[config.mk]
export PLATFORM = sky130hd
export DESIGN_NAME = uart_mmio_bridge_flat
export DESIGN_NICKNAME = d
export VERILOG_FILES = /design/src/rtl/uart_pkg.sv /design/src/rtl/uart_mmio_bridge_if.sv /design/src/rtl/sync_fifo.sv /design/src/rtl/uart_mmio_bridge.sv /design/src/flat_wrapper.sv
export SDC_FILE = /design/constraint.sdc
export NUM_CORES = 1
export LEC_CHECK = 0
export CAP_MARGIN = 20
export CORE_ASPECT_RATIO = 1.25
export CORE_MARGIN = 2
export CORE_UTILIZATION = 63
export DETAILED_ROUTE_END_ITERATION = 7
export GPL_TIMING_DRIVEN = 0
export PLACE_DENSITY_LB_ADDON = 0.3
export SKIP_CTS_REPAIR_TIMING = 1
export SYNTH_ARGS = -nofsm -noshare
export SYNTH_HDL_FRONTEND = slang
export SYNTH_SLANG_ARGS = --single-unit
[constraint.sdc]
create_clock -name clk -period 8.9 [get_ports clk]
set_input_delay 1.335 -clock clk [delete_from_list [all_inputs] [get_ports clk]]
set_output_delay 1.335 -clock clk [all_outputs]
set_load 0.01 [all_outputs]
[src/rtl/uart_pkg.sv]
// uart_pkg: shared register map, STATUS bit positions and drain FSM states for uart_mmio_bridge
package uart_pkg;
  localparam logic [1:0] ADDR_DATA   = 2'd0;
  localparam logic [1:0] ADDR_STATUS = 2'd1;
  localparam logic [1:0] ADDR_CTRL   = 2'd2;
  localparam int ST_RX_NE   = 0;
  localparam int ST_TX_FULL = 1;
  localparam int ST_TX_IDLE = 2;
  localparam int ST_RX_OVR  = 3;
  localparam int ST_TX_OVF  = 4;
  typedef enum logic [1:0] {IDLE, WAIT_BUSY, WAIT_DONE} drain_t;
endpackage

[src/rtl/uart_mmio_bridge_if.sv]
// uart_mmio_bridge_if: CPU data bus between master and bridge
//   sel/we/addr/wdata  master -> slave, access request held until ready
//   rdata/ready        slave -> master, one-cycle completion with read data
interface uart_mmio_bridge_if;
  logic        sel;
  logic        we;
  logic [1:0]  addr;
  logic [31:0] wdata;
  logic [31:0] rdata;
  logic        ready;
  modport master(output sel, we, addr, wdata, input rdata, ready);
  modport slave(input sel, we, addr, wdata, output rdata, ready);
endinterface

[src/rtl/sync_fifo.sv]
// sync_fifo: single-clock FIFO with combinational head and occupancy count
//   push/din   write side; accepted when not full, or when a pop happens the same cycle
//   pop/dout   read side; dout is the head, pop ignored when empty
//   full/empty/count  occupancy, count saturates at DEPTH
module sync_fifo #(
  parameter int WIDTH = 8,
  parameter int DEPTH = 16
) (
  input  logic                     clk,
  input  logic                     rst_n,
  input  logic                     push,
  input  logic                     pop,
  input  logic [WIDTH-1:0]         din,
  output logic [WIDTH-1:0]         dout,
  output logic                     full,
  output logic                     empty,
  output logic [$clog2(DEPTH):0]   count
);
  localparam int AW = $clog2(DEPTH);
  logic [WIDTH-1:0] mem [DEPTH];
  logic [AW-1:0] wp, rp;
  logic do_push, do_pop;
  assign empty = count == '0;
  assign full = count == (AW+1)'(DEPTH);
  assign do_pop = pop & ~empty;
  assign do_push = push & (~full | do_pop);
  assign dout = mem[rp];
  always_ff @(posedge clk or negedge rst_n)
    if (!rst_n) begin
      wp <= '0;
      rp <= '0;
      count <= '0;
    end else begin
      wp <= do_push ? wp + AW'(1) : wp;
      rp <= do_pop ? rp + AW'(1) : rp;
      count <= count + (AW+1)'(do_push) - (AW+1)'(do_pop);
    end
  always_ff @(posedge clk)
    if (do_push) mem[wp] <= din;
endmodule

[src/rtl/uart_mmio_bridge.sv]
// uart_mmio_bridge: memory-mapped DATA/STATUS/CTRL front end buffering bytes between CPU bus and UART
//   clk, rst_n        clock, asynchronous active-low reset
//   bus               slave side of uart_mmio_bridge_if (1-cycle latency, registered rdata)
//   tx_data/tx_start  byte and one-cycle start pulse to UART; tx_busy back from UART
//   rx_valid/rx_data  received-byte pulse from UART
//   irq               registered interrupt, only with UART_IRQ_EN defined (else tied 0, CTRL absent)
module uart_mmio_bridge
  import uart_pkg::*;
#(
  parameter int FIFO_DEPTH = 16
) (
  input  logic              clk,
  input  logic              rst_n,
  uart_mmio_bridge_if.slave bus,
  output logic [7:0]        tx_data,
  output logic              tx_start,
  input  logic              tx_busy,
  input  logic              rx_valid,
  input  logic [7:0]        rx_data,
  output logic              irq
);
  localparam int CNT_W = $clog2(FIFO_DEPTH) + 1;
  drain_t state, state_nx;
  logic acc, wr, rd, tx_push, tx_pop, rx_pop;
  logic tx_full, tx_empty, rx_full, rx_empty, tx_idle, rx_ovr, tx_ovf, st_wr;
  logic [7:0] tx_head, rx_head;
  logic [CNT_W-1:0] tx_count, rx_count;
  logic [1:0] ctrl;
  logic [31:0] status, rd_word;
  logic unused;
  assign acc = bus.sel & ~bus.ready;
  assign wr = acc & bus.we;
  assign rd = acc & ~bus.we;
  assign tx_push = wr && bus.addr == ADDR_DATA;
  assign rx_pop = rd && bus.addr == ADDR_DATA;
  assign st_wr = wr && bus.addr == ADDR_STATUS;
  assign tx_idle = tx_empty && state == IDLE && !tx_busy;
  assign unused = ^{bus.wdata[31:8], tx_count};
  sync_fifo #(.WIDTH(8), .DEPTH(FIFO_DEPTH)) tx_fifo (
    .clk(clk), .rst_n(rst_n), .push(tx_push), .pop(tx_pop), .din(bus.wdata[7:0]),
    .dout(tx_head), .full(tx_full), .empty(tx_empty), .count(tx_count)
  );
  sync_fifo #(.WIDTH(8), .DEPTH(FIFO_DEPTH)) rx_fifo (
    .clk(clk), .rst_n(rst_n), .push(rx_valid), .pop(rx_pop), .din(rx_data),
    .dout(rx_head), .full(rx_full), .empty(rx_empty), .count(rx_count)
  );
  always_comb begin
    tx_pop = state == IDLE && !tx_empty && !tx_busy;
    state_nx = tx_pop ? WAIT_BUSY :
               (state == WAIT_BUSY && tx_busy) ? WAIT_DONE :
               (state == WAIT_DONE && !tx_busy) ? IDLE : state;
  end
  always_ff @(posedge clk or negedge rst_n)
    if (!rst_n) state <= IDLE;
    else state <= state_nx;
  always_comb begin
    status = '0;
    status[ST_RX_NE] = ~rx_empty;
    status[ST_TX_FULL] = tx_full;
    status[ST_TX_IDLE] = tx_idle;
    status[ST_RX_OVR] = rx_ovr;
    status[ST_TX_OVF] = tx_ovf;
    status[15:8] = 8'(rx_count);
    rd_word = bus.addr == ADDR_DATA ? (rx_empty ? '0 : {24'b0, rx_head}) :
              bus.addr == ADDR_STATUS ? status :
              bus.addr == ADDR_CTRL ? {30'b0, ctrl} : '0;
  end
  // Full implies non-empty, so the raw pop request tells whether a slot frees up this cycle.
  always_ff @(posedge clk or negedge rst_n)
    if (!rst_n) begin
      tx_start <= 1'b0;
      tx_data <= '0;
      rx_ovr <= 1'b0;
      tx_ovf <= 1'b0;
      bus.ready <= 1'b0;
      bus.rdata <= '0;
    end else begin
      tx_start <= tx_pop;
      tx_data <= tx_pop ? tx_head : tx_data;
      rx_ovr <= (rx_valid & rx_full & ~rx_pop) | (rx_ovr & ~(st_wr & bus.wdata[ST_RX_OVR]));
      tx_ovf <= (tx_push & tx_full & ~tx_pop) | (tx_ovf & ~(st_wr & bus.wdata[ST_TX_OVF]));
      bus.ready <= acc;
      bus.rdata <= rd ? rd_word : '0;
    end
`ifdef UART_IRQ_EN
  always_ff @(posedge clk or negedge rst_n)
    if (!rst_n) begin
      ctrl <= '0;
      irq <= 1'b0;
    end else begin
      ctrl <= (wr && bus.addr == ADDR_CTRL) ? bus.wdata[1:0] : ctrl;
      irq <= (ctrl[0] & ~rx_empty) | (ctrl[1] & tx_idle);
    end
`else
  assign ctrl = '0;
  assign irq = 1'b0;
`endif
endmodule
[src/flat_wrapper.sv]
// flat-port wrapper written by rule: the top's interface ports become plain ports
module uart_mmio_bridge_flat import uart_pkg::*;
#(
  parameter int FIFO_DEPTH = 16
)
  (clk, rst_n, tx_data, tx_start, tx_busy, rx_valid, rx_data, irq, bus_sel, bus_we, bus_addr, bus_wdata, bus_rdata, bus_ready);
  uart_mmio_bridge_if bus_i ();
  input  logic clk;
  input  logic rst_n;
  output logic [7:0] tx_data;
  output logic tx_start;
  input  logic tx_busy;
  input  logic rx_valid;
  input  logic [7:0] rx_data;
  output logic irq;
  input wire logic [$bits(bus_i.sel)-1:0] bus_sel;
  input wire logic [$bits(bus_i.we)-1:0] bus_we;
  input wire logic [$bits(bus_i.addr)-1:0] bus_addr;
  input wire logic [$bits(bus_i.wdata)-1:0] bus_wdata;
  output wire logic [$bits(bus_i.rdata)-1:0] bus_rdata;
  output wire logic [$bits(bus_i.ready)-1:0] bus_ready;
  assign bus_i.sel = bus_sel;
  assign bus_i.we = bus_we;
  assign bus_i.addr = bus_addr;
  assign bus_i.wdata = bus_wdata;
  assign bus_rdata = bus_i.rdata;
  assign bus_ready = bus_i.ready;
  uart_mmio_bridge #(.FIFO_DEPTH(FIFO_DEPTH)) u_core (.clk(clk), .rst_n(rst_n), .bus(bus_i), .tx_data(tx_data), .tx_start(tx_start), .tx_busy(tx_busy), .rx_valid(rx_valid), .rx_data(rx_data), .irq(irq));
endmodule
Yosys cells after proc, flatten, opt, wreduce, memory -nomap -nowiden
Memories as Yosys holds them, arrays and structs flattened. A register that Yosys moved wholly into a read port is not among the register bits. Cells that the tools add are included. Widths: inputs -> output; s select.

Logic and storage cells: 84. Register bits after elaboration: 64. Memories: 2. Output and inout bits: 43. Input port bits: 48. Bits in writable memories: 256.

Bitwise logic cells: 29. Add/subtract/negate cells: 8. Equal/unequal tests: 5. Reduce and logical (&&, ||, !) cells: 17. Multiplexer cells: 11.

Memories: u_core.rx_fifo.mem (words 16, bits a word 8, read ports 1, clocked after Yosys merged registers in 0, write ports 1, line sync_fifo.sv:20) `logic [WIDTH-1:0] mem [DEPTH];`; u_core.tx_fifo.mem (words 16, bits a word 8, read ports 1, clocked after Yosys merged registers in 1, write ports 1, line sync_fifo.sv:20).

Operators with widths (count): $mux 32 (2); $add 4x1->4 const B (4); $and 1x1->1 (15); $mux 13 (1); $add 5x1->5 (2); $eq 5x5->1 const B (2); $logic_not 5->1 (2); $not 1->1 (10); $sub 5x1->5 (2); $logic_and 1x1->1 (9); $mux 8 (1); $mux 2 (3); $eq 2x1->1 const B (2); $logic_not 2->1 (2); $mux 1 (4); $or 1x1->1 (4); $logic_not 1->1 (3); $reduce_bool 3->1 (1); $eq 2x2->1 const B (1).

Depth between registers and ports, before layout
Gate-level depths: netlist of run 1.

Depth after elaboration: 9. Depth in mapped cells: 15. Depth with buffers taken out: 14.

Cells and area by module
Synthesis of run 1 repeated with hierarchy kept, for this count alone.

Cells, all modules: 736. Area total of the unflattened synthesis: 12848.6 um^2.

By module, submodules not included: sync_fifo (cells an instance 319, instances 2, sequential area each 4169.0 um^2, area an instance 5821.8 um^2); uart_mmio_bridge (cells an instance 98, instances 1, sequential area each 675.6 um^2, area an instance 1204.9 um^2).

Least setup slack after synthesis of run 1
Ideal clock, no wire load.

Kind: input-to-reg. From: input port bus_we. To: register u_core.rx_fifo.count[4]. Slack: 5.021 ns. Arrival: 3.799 ns. Path buffers: 2. Data required time: 8.820 ns. Setup time: 0.080 ns. Cell stages on the path: 14. Path through: or4b_4 > buf_6 > or3_4 > clkinv_2 > buf_12 > ha_1 > inv_1 > ha_1 > inv_1 > fa_1 > inv_1 > a21oi_1 > o21bai_1 > xnor2_1.

Word-level cells in the longest chain between the ends: 8.

Ends and longest elaborated chain: from (decl) (line flat_wrapper.sv:17) `input wire logic [$bits(bus_i.we)-1:0] bus_we;`; $not 1->1 * (line uart_mmio_bridge.sv:33) `assign rd = acc & ~bus.we;`; $and 1x1->1 * (line uart_mmio_bridge.sv:33); $logic_and 1x1->1 * (line uart_mmio_bridge.sv:35) `assign rx_pop = rd && bus.addr == ADDR_DATA;`; $and 1x1->1 * (line sync_fifo.sv:25) `assign do_pop = pop & ~empty;`; named net u_core.rx_fifo.do_pop (line sync_fifo.sv:22) `logic do_push, do_pop;`; $or 1x1->1 (line sync_fifo.sv:26) `assign do_push = push & (~full | do_pop);`; $and 1x1->1 (line sync_fifo.sv:26); $add 5x1->5 (line sync_fifo.sv:36) `count <= count + (AW+1)'(do_push) - (AW+1)'(do_pop);`; $sub 5x1->5 * (line sync_fifo.sv:36); to (signal assigned) (line sync_fifo.sv:36); to (decl) (line sync_fifo.sv:17) `output logic [$clog2(DEPTH):0] count`.

Mark *: on every way through the listed nets, which the timed path passes. The rest lies on a longest branch. A chain may end at the register's enable or synchronous reset.

Final worst setup path of run 1
From: input port bus_sel. To: register u_core.rx_fifo.count[4].

Word-level cells in the longest chain between the ends: 8.

Ends and longest elaborated chain: from (decl) (line flat_wrapper.sv:16) `input wire logic [$bits(bus_i.sel)-1:0] bus_sel;`; $and 1x1->1 * (line uart_mmio_bridge.sv:31) `assign acc = bus.sel & ~bus.ready;`; $and 1x1->1 * (line uart_mmio_bridge.sv:33); $logic_and 1x1->1 * (line uart_mmio_bridge.sv:35); $and 1x1->1 * (line sync_fifo.sv:25); $or 1x1->1 (line sync_fifo.sv:26); $and 1x1->1 (line sync_fifo.sv:26); $add 5x1->5 (line sync_fifo.sv:36); $sub 5x1->5 * (line sync_fifo.sv:36).

Mark *: on every way between the ends. The rest lies on a longest branch, timed or not.

==> run summary, run 1 <==
Status: complete, no violations
Initial drt markers: 447
Total CTS buffers: 28
Remaining DRCs: 0
Critical-path top delay cell: clkdlybuf4s50_1
Startpoint types: primary input
Diode count: 0
Peak supply drop: 0.200 mV
CTS Sinks: 309
Fin crit share: 0.450
Hold WS: 478 ps
Top Ports: 91
Initial Utilization: 0.636
Clock latency on the worst-skew pair: 530 ps
Post-synthesis mux area share: 0.145
Critical Path, Cell by Cell: clkdlybuf4s50_1 -> or4b_4 -> buf_6 -> o2111ai_4 -> and2_4 -> inv_4 -> ha_1 -> inv_1 -> ha_1 -> inv_1 -> fa_1 -> inv_1 -> a21oi_1 -> o21bai_1 -> xnor2_1
Max-capacitance violation count: 0
Syn Inst Count: 662
Sw frac: 0.281
DR pass1 iterations: 7
GPL Wtd Cong: 0.786
Slew @ Worst Pin: 951 ps
Clock Path Buffers: 3
Finished Core Util: 0.725
Sequential share of the synthesized area: 0.710
Post-synth EDFFs: 256
TNS Setup: 0 ps
CTS tree: built
Root Buffer: clkbuf_16
Gr usage total: 0.245
Final std cell area, no fill: 14500 µm²
Row count: 58
Synth Area in XOR/XNOR: 0.0144
Asr flop ratio synth: 0.172
Area Growth Syn to Fin: 14.1%
Power Density: 278 nW/µm²
Yosys cell types: 54
Main combinational cell family by area after synthesis: multiplexers
Die ar.: 21300 µm²
DP Area: 13600 µm²
Fin Clk Skew: 16.4 ps
Crit path required time: 9360 ps
RSZ-0062 raised after global routing: false
Most frequent cell on the critical path: inv_1
Number of global-route vias before repair: 6665
Antenna violations before repair: 0
Via count: 6258
Detailed Place HPWL: 17.0 mm
H-tree lvl count: 1
Pin count of the biggest net entering global routing: 40
Clock share of power: 0.279
DR WL/cell: 23.4 µm
CP endpoint kind: register
Die Wd: 131 µm
Worst slack, placed: 4350 ps
Tmin final: 4010 ps
Final hold vios: 0
Final WS setup: 4890 ps
Chip height: 163 µm
Via/cell ratio: 5.94
Top FF cell, synth: edfxtp_1
Sequential share of power: 0.451
Slew HR: 0.363
Share of total power in combinational logic: 0.269
Crit path arrival time: 4460 ps
Commonest non-fill, non-tap cell in the layout: edfxtp_1
NetSw: 1130 µW
Wirelength, routed: 24.7 mm
Simple-gate share of the synthesized area: 0.0517
Warnings from Yosys: 0
Syn_area_per_cell: 19.2 µm²
Hold WC Path Type: register to register
CTS clock-pin slew for the worst setup and hold paths: 60 ps
Leading cell types in the layout, fill and taps excluded: 256 x edfxtp_1, 68 x mux4_2, 53 x dfrtp_1
DRT antenna net count: 0
Fin. max-slew vios: 0
Congestion Overflow GR: 0
Lkg Pwr: 0.00512 µW
Mapped cell area: 12700 µm²
Synth Register Bits: 309
Area of the core: 20000 µm²
Buf+Inv Stages, Crit Path: 6
First-pass GRT wire length: 37.9 mm
Final-stage net count: 836
# setup viols final: 0
P_int: 2890 µW
Synth Area in Compound Gates: 0.0185
Delay-heaviest family, CP: buffers and inverters
IO Port Bufs: 46
Largest stage delay, worst path: 500 ps
Max Fclk: 250 MHz
Post-synthesis adder-cell area fraction: 0.0256
CP Class: primary input to register
Share of layout cells above drive strength 1: 0.236
Max Fanout on Critical Path: 9
power by group through the flow:
stage	Clock, µW	Sequential [µW]	Combinational, µW
3_3_place_gp	0	1830	1040
2_1_floorplan	0	1820	783
4_1_cts	1140	1810	1100
6_report	1120	1810	1080
5_1_grt	1200	1830	1180
3_5_place_dp	0	1840	1090
final timing paths:
kind	startpoint	endpoint	slack, ps	depth (start not counted)
max	bus_sel	u_core.rx_fifo.count[4]	4890	15
min	u_core.tx_data[1]	u_core.tx_data[1]	480	2
max reg2reg	u_core.bus.ready	u_core.rx_fifo.count[4]	5700	14
min reg2reg	u_core.tx_data[1]	u_core.tx_data[1]	480	2
max in group asynchronous	rst_n	u_core.state[0]	7590	2
min in group asynchronous	rst_n	u_core.bus.ready	730	1
registers in the layout (all words and copies together) (netlist names):
signal / flops
u_core.rx_fifo.rp: 4
u_core.state: 2
u_core.tx_data: 8
u_core.bus.ready: 1
u_core.rx_ovr: 1
u_core.bus.rdata: 13
u_core.tx_fifo.count: 5
u_core.tx_ovf: 1
u_core.tx_fifo.mem: 128
u_core.rx_fifo.count: 5
u_core.rx_fifo.mem: 128
u_core.tx_start: 1
u_core.rx_fifo.wp: 4
u_core.tx_fifo.wp: 4
u_core.tx_fifo.rp: 4
layer usage:
metal  vias up  track usage  routed length, µm
met3        55       0.0292               1100
met5         -            0                  0
met1      3246        0.294               8880
met4         0       0.0866                874
met2       199        0.454              13800
li1       2758            -                  -
cells in the mapped netlist (8+ instances only):
library cell | number | share of area
buf_2 | 14 | 0.0055
mux2_2 | 11 | 0.0098
nor2_1 | 12 | 0.0035
buf_4 | 24 | 0.014
and4_1 | 8 | 0.0055
dfrtp_1 | 53 | 0.10
o21ai_0 | 11 | 0.0043
ha_1 | 22 | 0.022
mux2i_1 | 19 | 0.015
clkbuf_1 | 8 | 0.0024
and4b_1 | 8 | 0.0063
edfxtp_1 | 256 | 0.61
nand2_1 | 26 | 0.0077
inv_1 | 23 | 0.0068
mux4_2 | 68 | 0.12
xnor2_1 | 14 | 0.0097
and2_1 | 10 | 0.0049
metrics by stage:
step / power (µW) / instances
finish: 4020 / 1054
global route: 4210 / 1054
CTS: 4050 / 1054
detailed placement: 2930 / 1004
global placement: 2870 / 997
floorplan: 2610 / 681
worst register-to-register path: stages (launching register included):
cell and delay [ps]:
dfrtp_1 420, or4b_4 560, buf_6 160, o2111ai_4 250, and2_4 240, inv_4 70, ha_1 280, inv_1 60
ha_1 160, inv_1 60, fa_1 420, inv_1 80, a21oi_1 70, o21bai_1 150, xnor2_1 130
cell families (layout without fill, tap and decap cells):
family          after synthesis  count (layout)
fa+ha+maj                    25              25
simple gates                100             100
buf+inv                      76             179
compound gates               33              33
flops                       309             309
mux                          98              98
other cells                   1              20
xor+xnor                     20              20
layout make-up:
type                       count  area [µm²]
tap                          270         338
inverter                      25        97.6
multi-input combinational    296        3320
clock inverter                11        73.8
fill                        1191        5480
buffer                        51         330
clock buffer                  39         783
timing repair buffer          53         513
sequential                   309        9010
Note: power is estimated with default switching activity, not from simulation.
==> inputs of run 2 (changes only) <==
- CORE_UTILIZATION: 63 -> 58
- clock period: 8.9 -> 4.1 ns (I/O delays scaled with it)
==> run summary, run 2 (synthesis results as in run 1) <==
Status: finished with violations
Failing checks: negative hold slack
Clock latency on the worst-skew pair: 550 ps (+20 ps)
Gr usage total: 0.229 (-0.0162)
Leading cell types in the layout, fill and taps excluded: 256 x edfxtp_1, 68 x mux4_2, 53 x dfrtp_1
DR pass1 iterations: 6 (-1)
Diode count: 0 (unchanged)
Via/cell ratio: 5.92 (-0.32%)
Top Ports: 91 (unchanged)
Lkg Pwr: 0.00514 µW (+0.43%)
DP Area: 13600 µm² (+0.12%)
Hold WS: -11.7 ps (-490 ps)
Area of the core: 21500 µm² (+7.6%)
Antenna violations before repair: 1 (+1)
Most frequent cell on the critical path: inv_1
Detailed Place HPWL: 17.3 mm (+2.3%)
Placed Cells: 1012 (+0.80%)
Crit path required time: 4560 ps (-4800 ps)
Fill cell count: 1420 (+19%)
Critical path origin: bus_sel
Area Growth Syn to Fin: 14.6%
Clock Path Buffers: 3 (unchanged)
Worst setup path end: u_core.rx_fifo.count[4]
Root Buffer: clkbuf_16
Die ar.: 23100 µm² (+8.4%)
Chip height: 169 µm (+4.1%)
Via count: 6303 (+0.72%)
Crit path arrival time: 3940 ps (-520 ps)
Tmin final: 3480 ps
Post-Layout Cell Count: 1065 (+1.0%)
Fin crit share: 0.850
DRT antenna net count: 0 (unchanged)
Hold WC Path Type: primary input to async pin
Largest stage delay, worst path: 590 ps (+90 ps)
# setup viols final: 0 (unchanged)
IO Port Bufs: 46 (unchanged)
Commonest non-fill, non-tap cell in the layout: edfxtp_1
CP endpoint kind: register
H-tree lvl count: 1 (unchanged)
Remaining DRCs: 0 (unchanged)
Multi-input logic area: 3330 µm² (+0.15%)
GPL Wtd Cong: 0.822 (+4.6%)
Final WS setup: 616 ps (-4280 ps)
Slew HR: 0.303 (-0.0606)
Max-capacitance violation count: 0 (unchanged)
CTS clock-pin slew for the worst setup and hold paths: 60 ps (about the same)
Initial Utilization: 0.591 (-0.0448)
Reg-to-Reg Start: u_core.tx_fifo.count[2]
Final-stage net count: 836 (unchanged)
Pin count of the biggest net entering global routing: 37 (-7.5%)
Fin. max-slew vios: 0 (unchanged)
Initial drt markers: 489 (+9.4%)
CP Class: primary input to register
Worst slack, placed: 76.9 ps (-4280 ps)
CTS tree: built
R2R cell count: 13 (-1)
Peak supply drop: 0.388 mV (+94%)
CTS Sinks: 309 (unchanged)
Slew @ Worst Pin: 1030 ps (+80.5 ps)
Critical Path, Cell by Cell: clkdlybuf4s50_1 -> or4b_4 -> buf_6 -> o2111ai_4 -> and2_4 -> inv_4 -> ha_1 -> inv_1 -> ha_1 -> inv_1 -> fa_1 -> inv_1 -> a21oi_1 -> o21bai_1 -> xnor2_1
Critical-path top delay cell: clkdlybuf4s50_1
Power Density: 612 nW/µm² (+120%)
RSZ-0062 raised after global routing: false
Max Fclk: 287 MHz
R2R Setup Slk: 710 ps (-4990 ps)
Row count: 60 (+3.4%)
Final hold vios: 3 (+3)
Total CTS buffers: 29 (+3.6%)
Reg-to-Reg End: u_core.tx_fifo.count[4]
Final std cell area, no fill: 14500 µm² (+0.49%)
Startpoint types: primary input
Congestion Overflow GR: 0 (unchanged)
DR WL/cell: 23.7 µm (+1.1%)
Wirelength, routed: 25.2 mm (+2.2%)
Die Wd: 136 µm (+4.1%)
Max Fanout on Critical Path: 9 (unchanged)
Register area: 9010 µm² (unchanged)
Share of layout cells above drive strength 1: 0.242 (+0.00576)
Fin Clk Skew: 24.6 ps (+8.16 ps)
Largest registers: u_core.rx_fifo.mem: 128 flops, u_core.tx_fifo.mem: 128 flops, u_core.bus.rdata: 13 flops
First-pass GRT wire length: 38.8 mm (+2.6%)
Number of global-route vias before repair: 6680 (+0.23%)
[run 2: cell count changes in the layout (fill, tap and decap cells not counted), moves of 2 or more]
cell	delta
clkinv_2	+4
buf_2	-3
buf_4	+2
bufinv_16	+2
clkbuf_8	-2
[run 2: critical path, delay by kind of cell]
family          cells  cell delay [ps]
buf+inv             6             1040
fa+ha+maj           3              890
simple gates        2              740
compound gates      3              520
xor+xnor            1              130
[run 2: cell type report]
cell class              instances  area share
well taps                     279      0.0240
flip-flops and latches        309       0.620
clock inverters                17      0.0110
repair buffers                 52      0.0353
plain buffers                  51      0.0227
clock buffers                  36      0.0517
inverters                      25     0.00671
multi-input cells             296       0.229
[run 2: how the worst min path moves through the flow]
| stage | start | slack [ps] | endpoint |
|---|---|---|---|
| floorplan | rst_n | 320 | u_core.bus.rdata[0] |
| global placement | u_core.tx_data[0] | 470 | u_core.tx_data[0] |
| detailed placement | u_core.tx_data[4] | 470 | u_core.tx_data[4] |
| CTS | rst_n | -7 | u_core.bus.ready |
| global route | rst_n | 20 | u_core.bus.ready |
| finish | rst_n | -10 | u_core.bus.ready |
[run 2: routing by layer]
metal,vias to the layer above,global-route usage,part of all wire
met1,3265,0.276,0.37
met3,60,0.0373,0.050
met5,-,0,0.00052
li1,2768,-,-
met4,2,0.0788,0.030
met2,208,0.417,0.55
[run 2: power breakdown]
| part | switching [µW] | internal (µW) | total, µW |
|---|---|---|---|
| Clock | 1100 | 1490 | 2580 |
| Sequential | 198 | 3740 | 3940 |
| Combinational | 1230 | 1150 | 2380 |
| Total | 2520 | 6380 | 8900 |
[run 2: per-stage QoR]
stage                      util  total power [µW]  hold WS, ps  setup TNS, ps
final                     0.677              8900        -11.7              0
after global routing      0.677              9300         22.5              0
after CTS                 0.677              8980        -6.98              0
after detailed placement  0.635              6400          474              0
after global placement    0.632              6260          466          -1310
after floorplan               -              5660          319              0
==> inputs of run 3 (changes only) <==
- CORE_UTILIZATION: 58 -> 53
- clock period: 4.1 -> 2.9 ns (I/O delays scaled with it)
==> run summary, run 3 (synthesis results as in run 1) <==
P_int: 9180 µW (+44%)
Initial Utilization: 0.537 (-0.0544)
CTS Sinks: 309 (unchanged)
DR pass1 iterations: 4 (-2)
Via/cell ratio: 5.68 (-4.1%)
Antenna violations before repair: 0 (-1)
Initial drt markers: 371 (-24%)
IO Port Bufs: 46 (unchanged)
Final WS setup: 1.36 ps (-614 ps)
Sw frac: 0.282 (-0.00129)
CP Class: register to register
Critical Path, Cell by Cell: or4b_4 -> or3_4 -> clkinv_4 -> buf_12 -> ha_4 -> inv_4 -> ha_4 -> inv_2 -> fa_2 -> inv_2 -> a21oi_2 -> o21bai_1 -> xnor2_1
Crit path arrival time: 3370 ps (-570 ps)
Root Buffer: clkbuf_16
Status: complete, no violations
DR WL/cell: 22.9 µm (-3.4%)
Tot Pwr: 12800 µW (+44%)
Diode count: 0 (unchanged)
GPL Wtd Cong: 0.762 (-7.2%)
DRT antenna net count: 0 (unchanged)
Hold WS: 479 ps (+491 ps)
Share of total power in combinational logic: 0.269 (about the same)
Share of layout cells above drive strength 1: 0.262 (+0.0198)
Max Fclk: 345 MHz
Critical-path top delay cell: or4b_4
Slew HR: 0.452 (+0.149)
Largest stage delay, worst path: 590 ps (about the same)
Final-stage net count: 847 (+1.3%)
Largest registers: u_core.rx_fifo.mem: 128 flops, u_core.tx_fifo.mem: 128 flops, u_core.bus.rdata: 13 flops
Chip height: 177 µm (+4.5%)
Congestion Overflow GR: 0 (unchanged)
NetSw: 3610 µW (+43%)
Fin. max-slew vios: 0 (unchanged)
Fin Clk Skew: 10.8 ps (-13.8 ps)
Die Wd: 142 µm (+4.5%)
Buf+Inv Stages, Crit Path: 5 (-1)
Pin count of the biggest net entering global routing: 29 (-22%)
Fin crit share: 1.00
Total CTS buffers: 30 (+3.4%)
Crit path required time: 3370 ps (-1190 ps)
# setup viols final: 0 (unchanged)
DP Area: 13700 µm² (+0.26%)
Row count: 63 (+5.0%)
Number of global-route vias before repair: 6740 (+0.90%)
Area of the core: 23600 µm² (+10%)
Sequential share of power: 0.437 (-0.005)
CTS tree: built
Final std cell area, no fill: 14800 µm² (+1.6%)
Gr usage total: 0.205 (-0.0242)
First-pass GRT wire length: 38.3 mm (-1.5%)
CP endpoint kind: register
Remaining DRCs: 0 (unchanged)
Via count: 6194 (-1.7%)
Max Fanout on Critical Path: 10 (+1)
Final hold vios: 0 (-3)
Clock Path Buffers: 3 (unchanged)
Peak supply drop: 0.580 mV (+50%)
Leading cell types in the layout, fill and taps excluded: 256 x edfxtp_1, 68 x mux4_2, 53 x dfrtp_1
Detailed Place HPWL: 16.7 mm (-3.9%)
Clock latency on the worst-skew pair: 550 ps (about the same)
Delay-heaviest family, CP: simple AND/OR/NAND/NOR gates
Commonest non-fill, non-tap cell in the layout: edfxtp_1
CTS clock-pin slew for the worst setup and hold paths: 60 ps (about the same)
Slew @ Worst Pin: 822 ps (-209 ps)
Max-capacitance violation count: 0 (unchanged)
Tmin final: 2900 ps
Hold WC Path Type: register to register
Power Density: 866 nW/µm² (+41%)
Startpoint types: register
Wirelength, routed: 24.9 mm (-1.1%)
Lkg Pwr: 0.00521 µW (+1.4%)
Top Ports: 91 (unchanged)
Die ar.: 25200 µm² (+9.2%)
Area Growth Syn to Fin: 16.4%
Worst slack, placed: -696 ps (-773 ps)
RSZ-0062 raised after global routing: true
Clock share of power: 0.294 (+0.004)
Finished Core Util: 0.625 (-0.0526)
H-tree lvl count: 1 (unchanged)
==> run 3: cell type report <==
type                    instances  area [µm²]
inverters                      25         109
flip-flops and latches        309        9010
clock inverters                 9        98.8
clock buffers                  47         856
multi-input cells             296        3420
fillers                      1635        8870
repair buffers                 63         598
well taps                     292         365
plain buffers                  50         319
==> run 3: worst register-to-register path: stages, from the launching register on <==
cell	delay, ps
dfrtp_1	400
or4b_4	600
or3_4	440
clkinv_4	70
buf_12	130
ha_4	210
inv_4	50
ha_4	120
inv_2	40
fa_2	350
inv_2	60
a21oi_2	40
o21bai_1	170
xnor2_1	140
==> run 3: final timing paths <==
path / start / end / slack (ps) / depth (start not counted)
setup / recovery: u_core.bus.ready / u_core.rx_fifo.count[4] / 1 / 13
hold / removal: u_core.tx_data[4] / u_core.tx_data[4] / 480 / 2
setup reg to reg: u_core.bus.ready / u_core.rx_fifo.count[4] / 1 / 13
hold reg to reg: u_core.tx_data[4] / u_core.tx_data[4] / 480 / 2
max in group asynchronous: rst_n / u_core.rx_fifo.wp[1] / 1800 / 3
min in group asynchronous: rst_n / u_core.tx_fifo.count[3] / 490 / 2
==> run 3: per-stage QoR <==
step                      setup TNS, ps  std cells
after CTS                         -2000       1078
after global routing               -189       1091
after global placement           -91500       1019
final                                 0       1091
after detailed placement         -54740       1022
after floorplan                       0        681
==> run 3: per-layer routing <==
| metal | wire length (µm) | GRT usage | up-vias |
|---|---|---|---|
| met2 | 14000 | 0.390 | 129 |
| met5 | 0 | 0 | - |
| met1 | 9180 | 0.234 | 3213 |
| met4 | 828 | 0.0767 | 0 |
| met3 | 883 | 0.0271 | 60 |
| li1 | - | - | 2792 |
==> run 3: power groups by stage <==
stage	sequential, µW	combinational [µW]	clock [µW]
3_3_place_gp	5620	3230	0
3_5_place_dp	5660	3370	0
4_1_cts	5570	3400	3820
6_report	5590	3440	3760
2_1_floorplan	5600	2410	0
5_1_grt	5630	3750	3980
